`config.mk`:
```
export PLATFORM = sky130hd
export DESIGN_NAME = wb_arbiter
export DESIGN_NICKNAME = d
export VERILOG_FILES = /design/src/rtl/wb_arbiter.sv
export SDC_FILE = /design/constraint.sdc
export NUM_CORES = 1
export LEC_CHECK = 0
export ABC_AREA = 1
export CAP_MARGIN = 30
export CELL_PAD_IN_SITES_DETAIL_PLACEMENT = 0
export CELL_PAD_IN_SITES_GLOBAL_PLACEMENT = 1
export CORE_AREA = 2 2 117 96
export DETAILED_ROUTE_END_ITERATION = 12
export DIE_AREA = 0 0 119 98
export PLACE_DENSITY_LB_ADDON = 0.2
export SYNTH_ARGS = -nofsm -noshare
export SYNTH_HDL_FRONTEND = slang
export SYNTH_SLANG_ARGS = --single-unit
```
`constraint.sdc`:
```
create_clock -name clk -period 2.54 [get_ports clk]
set_input_delay 0.635 -clock clk [delete_from_list [all_inputs] [get_ports clk]]
set_output_delay 0.635 -clock clk [all_outputs]
set_load 0.005 [all_outputs]
```
`src/rtl/wb_arbiter.sv`:
```
`default_nettype none
// ============================================================================
// Module   : wb_arbiter
// Purpose  : Write-back arbiter. Owns the register-file write port and picks one
//            of ALU / LD / MDU per cycle, using fixed priority with aging.
// Revision : 1.0
// ============================================================================
module wb_arbiter #(
  parameter int XLEN         = 32,
  parameter int STARVE_LIMIT = 4
) (
  input  logic            clk,
  input  logic            rst_b,
  input  logic            alu_valid,
  output logic            alu_ready,
  input  logic [4:0]      alu_rd,
  input  logic [XLEN-1:0] alu_data,
  input  logic            ld_valid,
  output logic            ld_ready,
  input  logic [4:0]      ld_rd,
  input  logic [XLEN-1:0] ld_data,
  input  logic            mdu_valid,
  output logic            mdu_ready,
  input  logic [4:0]      mdu_rd,
  input  logic [XLEN-1:0] mdu_data,
  output logic [4:0]      rd_num,
  output logic [XLEN-1:0] rd_data,
  output logic            rd_we,
  input  logic            halted,
  output logic            drained
);

  localparam int NSRC  = 3;
  localparam int CNT_W = 4;
  localparam logic [CNT_W-1:0] LIMIT = CNT_W'(STARVE_LIMIT);

  // Source index 0 has the highest fixed priority.
  localparam int SRC_ALU = 0;
  localparam int SRC_LD  = 1;
  localparam int SRC_MDU = 2;

  logic [NSRC-1:0]            valid_w;
  logic [NSRC-1:0]            urgent_w;
  logic [NSRC-1:0]            pick_w;
  logic [NSRC-1:0]            grant_w;
  logic [NSRC-1:0][CNT_W-1:0] wait_q;
  logic [NSRC-1:0][CNT_W-1:0] wait_d;

  logic [4:0]      sel_rd_w;
  logic [XLEN-1:0] sel_data_w;

  logic            rd_we_q,   rd_we_d;
  logic [4:0]      rd_num_q,  rd_num_d;
  logic [XLEN-1:0] rd_data_q, rd_data_d;
  logic            drained_q, drained_d;

  assign valid_w = {mdu_valid, ld_valid, alu_valid};

  generate
    for (genvar i = 0; i < NSRC; i++) begin : g_src
      assign urgent_w[i] = valid_w[i] && (wait_q[i] == LIMIT);

      // Age only while stalled; a transfer or idle input restarts the count.
      always_comb begin
        wait_d[i] = '0;
        if (valid_w[i] && !grant_w[i]) begin
          wait_d[i] = (wait_q[i] == LIMIT) ? wait_q[i] : wait_q[i] + CNT_W'(1);
        end
      end
    end
  endgenerate

  // Urgent requesters pre-empt everyone; ties resolve by fixed priority.
  assign pick_w = (|urgent_w) ? urgent_w : valid_w;

  always_comb begin
    grant_w = '0;
    if (pick_w[SRC_ALU]) begin
      grant_w[SRC_ALU] = 1'b1;
    end else if (pick_w[SRC_LD]) begin
      grant_w[SRC_LD] = 1'b1;
    end else if (pick_w[SRC_MDU]) begin
      grant_w[SRC_MDU] = 1'b1;
    end
  end

  assign alu_ready = grant_w[SRC_ALU];
  assign ld_ready  = grant_w[SRC_LD];
  assign mdu_ready = grant_w[SRC_MDU];

  always_comb begin
    sel_rd_w   = '0;
    sel_data_w = '0;
    unique case (1'b1)
      grant_w[SRC_ALU]: begin
        sel_rd_w   = alu_rd;
        sel_data_w = alu_data;
      end
      grant_w[SRC_LD]: begin
        sel_rd_w   = ld_rd;
        sel_data_w = ld_data;
      end
      grant_w[SRC_MDU]: begin
        sel_rd_w   = mdu_rd;
        sel_data_w = mdu_data;
      end
      default: begin
        sel_rd_w   = '0;
        sel_data_w = '0;
      end
    endcase
  end

  // r0 results are consumed but never reach the register file.
  always_comb begin
    rd_we_d   = (|grant_w) && (sel_rd_w != 5'd0);
    rd_num_d  = rd_num_q;
    rd_data_d = rd_data_q;
    if (|grant_w) begin
      rd_num_d  = sel_rd_w;
      rd_data_d = sel_data_w;
    end
    drained_d = halted && !(|valid_w) && !rd_we_q;
  end

  always_ff @(posedge clk or negedge rst_b) begin
    if (!rst_b) begin
      wait_q    <= '0;
      rd_we_q   <= 1'b0;
      rd_num_q  <= '0;
      rd_data_q <= '0;
      drained_q <= 1'b0;
    end else begin
      wait_q    <= wait_d;
      rd_we_q   <= rd_we_d;
      rd_num_q  <= rd_num_d;
      rd_data_q <= rd_data_d;
      drained_q <= drained_d;
    end
  end

  assign rd_we   = rd_we_q;
  assign rd_num  = rd_num_q;
  assign rd_data = rd_data_q;
  assign drained = drained_q;

endmodule
`default_nettype wire

```
==> metrics.md <==
| Metric | Value |
|---|---|
| Setup TNS Final | 0 ps |
| Crit Path Category | reg -> out |
| Die ar. | 11700 um2 |
| Pre-CTS WS | -395 ps |
| Synth Register Bits | 51 |
| Post-synth EDFFs | 0 |
| Initial antenna violation count | 0 |
| RSZ-0062 raised after global routing | no |
| Worst path bufs/invs | 3 |
| Drt via density | 4.36 |
| CP cell instances | inv_2, ha_4, nand4_1, nand3_4, nand2_8, nor2_8, nand2_4, inv_4, clkdlybuf4s15_1 |
| Fin. Hold Viols | 0 |
| Int Power | 1.68 mW |
| HP Class | reg -> reg |
| Final cycle utilization of the critical path | 95.5% |
| Worst R2R Setup Slack | 440 ps |
| First-pass GRT wire length | 15000 um |
| Reg power frac | 41.5% |
| Design Power | 2.28 mW |
| VDD IR max | 0.276 mV |
| Sw Share | 26.4% |
| Routed len/inst | 14.1 um |
| Worst Setup SP | wait_q[8] |
| Status | completed |
| Initial DRT Pass Iterations | 4 |
| Buffers on Ports | 158 |
| Worst Reg-to-Reg Cells | 13 |
| WP data required | 1900 ps |
| # hold bufs at CTS | 0 |
| Final setup vio count | 0 |
| # diodes | 0 |
| Drt drc | 0 |
| GRT Total Usage | 15.9% |
| Rel. slew slack | 53.5% |
| Die X | 119 um |
| Row count | 34 |
| Routability cong. | 0.769 |
| Switch Pwr | 0.604 mW |
| Synth Warn # | 0 |
| IO Count | 159 |
| Period minus WS final | 2430 ps |
| Clock Power Share | 29.6% |
| Startpoint Class | register |
| Share of cells above drive strength 1 | 10.4% |
| Clk buf depth | 2 |
| Max FO, Critical Path | 4 |
| Critical Path End Type | output port |
| WL final | 9250 um |
| Most used flip-flop cell after synthesis | dfrtp_1 |
| Slew at the pin with the worst max-slew slack | 697 ps |
| CP top delay family | simple AND/OR/NAND/NOR gates |
| Vias in the first global route | 2885 |
| Power Density | 486 nW/um2 |
| Reg clk slew, reported paths | 70 ps |
| Fmax | 412 MHz |
| Core Region | 10600 um2 |
| Num CTS Buffers | 5 |
| Net Count, Synth | 457 |
| Asr flop ratio synth | 100% |
| Slowest CP cell | dfrtp_1 |
| Area delta synth->final | 76.8% |
| Reg-to-Reg End | wait_q[5] |
| Mapped Avg Cell Area | 7.96 um2 |
| Die H | 98 um |
| WP depth | 9 |
| Largest net degree at the start of global routing | 52 |
| Synth Instances | 334 |
| Reg2Reg Launch Point | wait_q[4] |
| DR vias | 2850 |
| Initial core utilization | 25.1% |
| Post-route worst setup slack | 115 ps |
| Synth Cell Area | 2660 um2 |
| Worst setup endpoint | mdu_ready |
| P_leak | 2.07 nW |
| Root Buffer | clkbuf_16 |
| Slowest stage delay, CP | 400 ps |
| MaxCap Viol Count | 0 |
| Post-DRT Antenna Nets | 0 |
| CTS H-Tree Depth | 2 |
| Yosys cell types | 27 |
| Sequential area share after synthesis | 48.0% |
| CP arrival | 1790 ps |
| Comb power frac | 28.8% |
| Initial drt markers | 124 |
| Nets | 633 |
| Setup Skew | 7.64 ps |
| Latest clock arrival within the worst-skew pair | 290 ps |
| DP Wirelength | 6600 um |
| CTS tree | built |
| Count of pins over their slew limit | 0 |
| CTS sink cnt | 51 |
| GR Overflow Total | 0 |
-- routing by layer --
metal  up-vias  wire, um  track usage, %
met2       113      4000            25.5
met3         9       604            3.62
met5         -         0               0
li1       1439         -               -
met1      1289      4550            22.3
met4         0        94            2.93
-- synthesized netlist by cell type (2+ instances only) --
cell type	instances	area, um2
clkbuf_1	2	7.51
a21o_1	3	22.5
xor2_1	4	35.0
nand2_1	147	552
dfrtp_1	51	1280
buf_6	3	33.8
inv_1	16	60.1
buf_2	8	40.0
xnor2_1	2	17.5
nand3_1	24	120
nor2_4	2	22.5
nor2_1	12	45.0
nand2_2	4	25.0
o21ai_0	4	20.0
ha_1	6	75.1
nand4_1	35	219
-- cell usage in the layout, fill, tap and decap left out, drive strengths merged, types with 2 or more instances in the layout --
cell	instances
dlygate4sd2	5
nand4	35
xnor2	2
buf	26
ha	6
dfrtp	51
xor2	4
a21o	3
clkdlybuf4s50	151
nand2	152
clkbuf	6
nor2	16
o21ai	4
nor3	2
nand3	25
inv	18
-- stage by stage --
stage          util [%]  cell area, um2  hold slack [ps]  cells
6_report           44.4            4700              430    654
5_1_grt            44.4            4700              440    654
4_1_cts            43.9            4650              437    649
3_5_place_dp       42.2            4470              427    640
3_3_place_gp       42.2            4470              420    640
2_1_floorplan         -            2660              339    334
-- cells by family (layout without fill, tap and decap cells) --
family | Yosys count | count (layout) | synth area share (%)
AOI/OAI and AO/OA | 8 | 8 | 1.79
xor gates and xnor gates | 6 | 6 | 1.98
adders and majority gates | 6 | 6 | 2.82
buffers and inverters | 32 | 208 | 5.83
DFF | 51 | 51 | 48.0
and+or+nand+nor | 231 | 231 | 39.6
-- power by group through the flow --
| stage | Sequential, mW | Combinational [mW] | Clock, mW |
|---|---|---|---|
| finish | 0.949 | 0.659 | 0.677 |
| floorplan | 0.967 | 0.193 | 0 |
| CTS | 0.948 | 0.647 | 0.706 |
| global placement | 0.961 | 0.637 | 0 |
| detailed placement | 0.963 | 0.637 | 0 |
| global route | 0.961 | 0.724 | 0.729 |
-- how the worst min path moves through the flow --
| stage | start | end | slack, ps | depth (start not counted) |
|---|---|---|---|---|
| 6_report | rd_we | drained | 430 | 1 |
| 5_1_grt | rd_we | drained | 440 | 1 |
| 4_1_cts | rd_we | drained | 440 | 1 |
| 3_5_place_dp | rd_we | drained | 430 | 1 |
| 3_3_place_gp | rd_we | drained | 420 | 1 |
| 2_1_floorplan | rst_b | drained | 340 | 0 |
-- flip-flops by register name (all words and copies together) (netlist names) --
name,count
drained,1
rd_data,32
rd_num,5
rd_we,1
wait_q,12
-- layout make-up --
class	count	area [um2]
fill	1051	5890
timing repair buffer	183	1760
sequential	51	1280
multi-input combinational	251	1270
tap	144	180
clock buffer	6	139
inverter	18	70.1
clock inverter	1	5.00
-- what timing repair did --
item                       in CTS  in global routing
gates resized for setup        10                  8
setup endpoints to repair       3                  3
buffers inserted                2                  5
pin swaps                       5                  2
No activity file was read; power rests on OpenSTA's default activity.
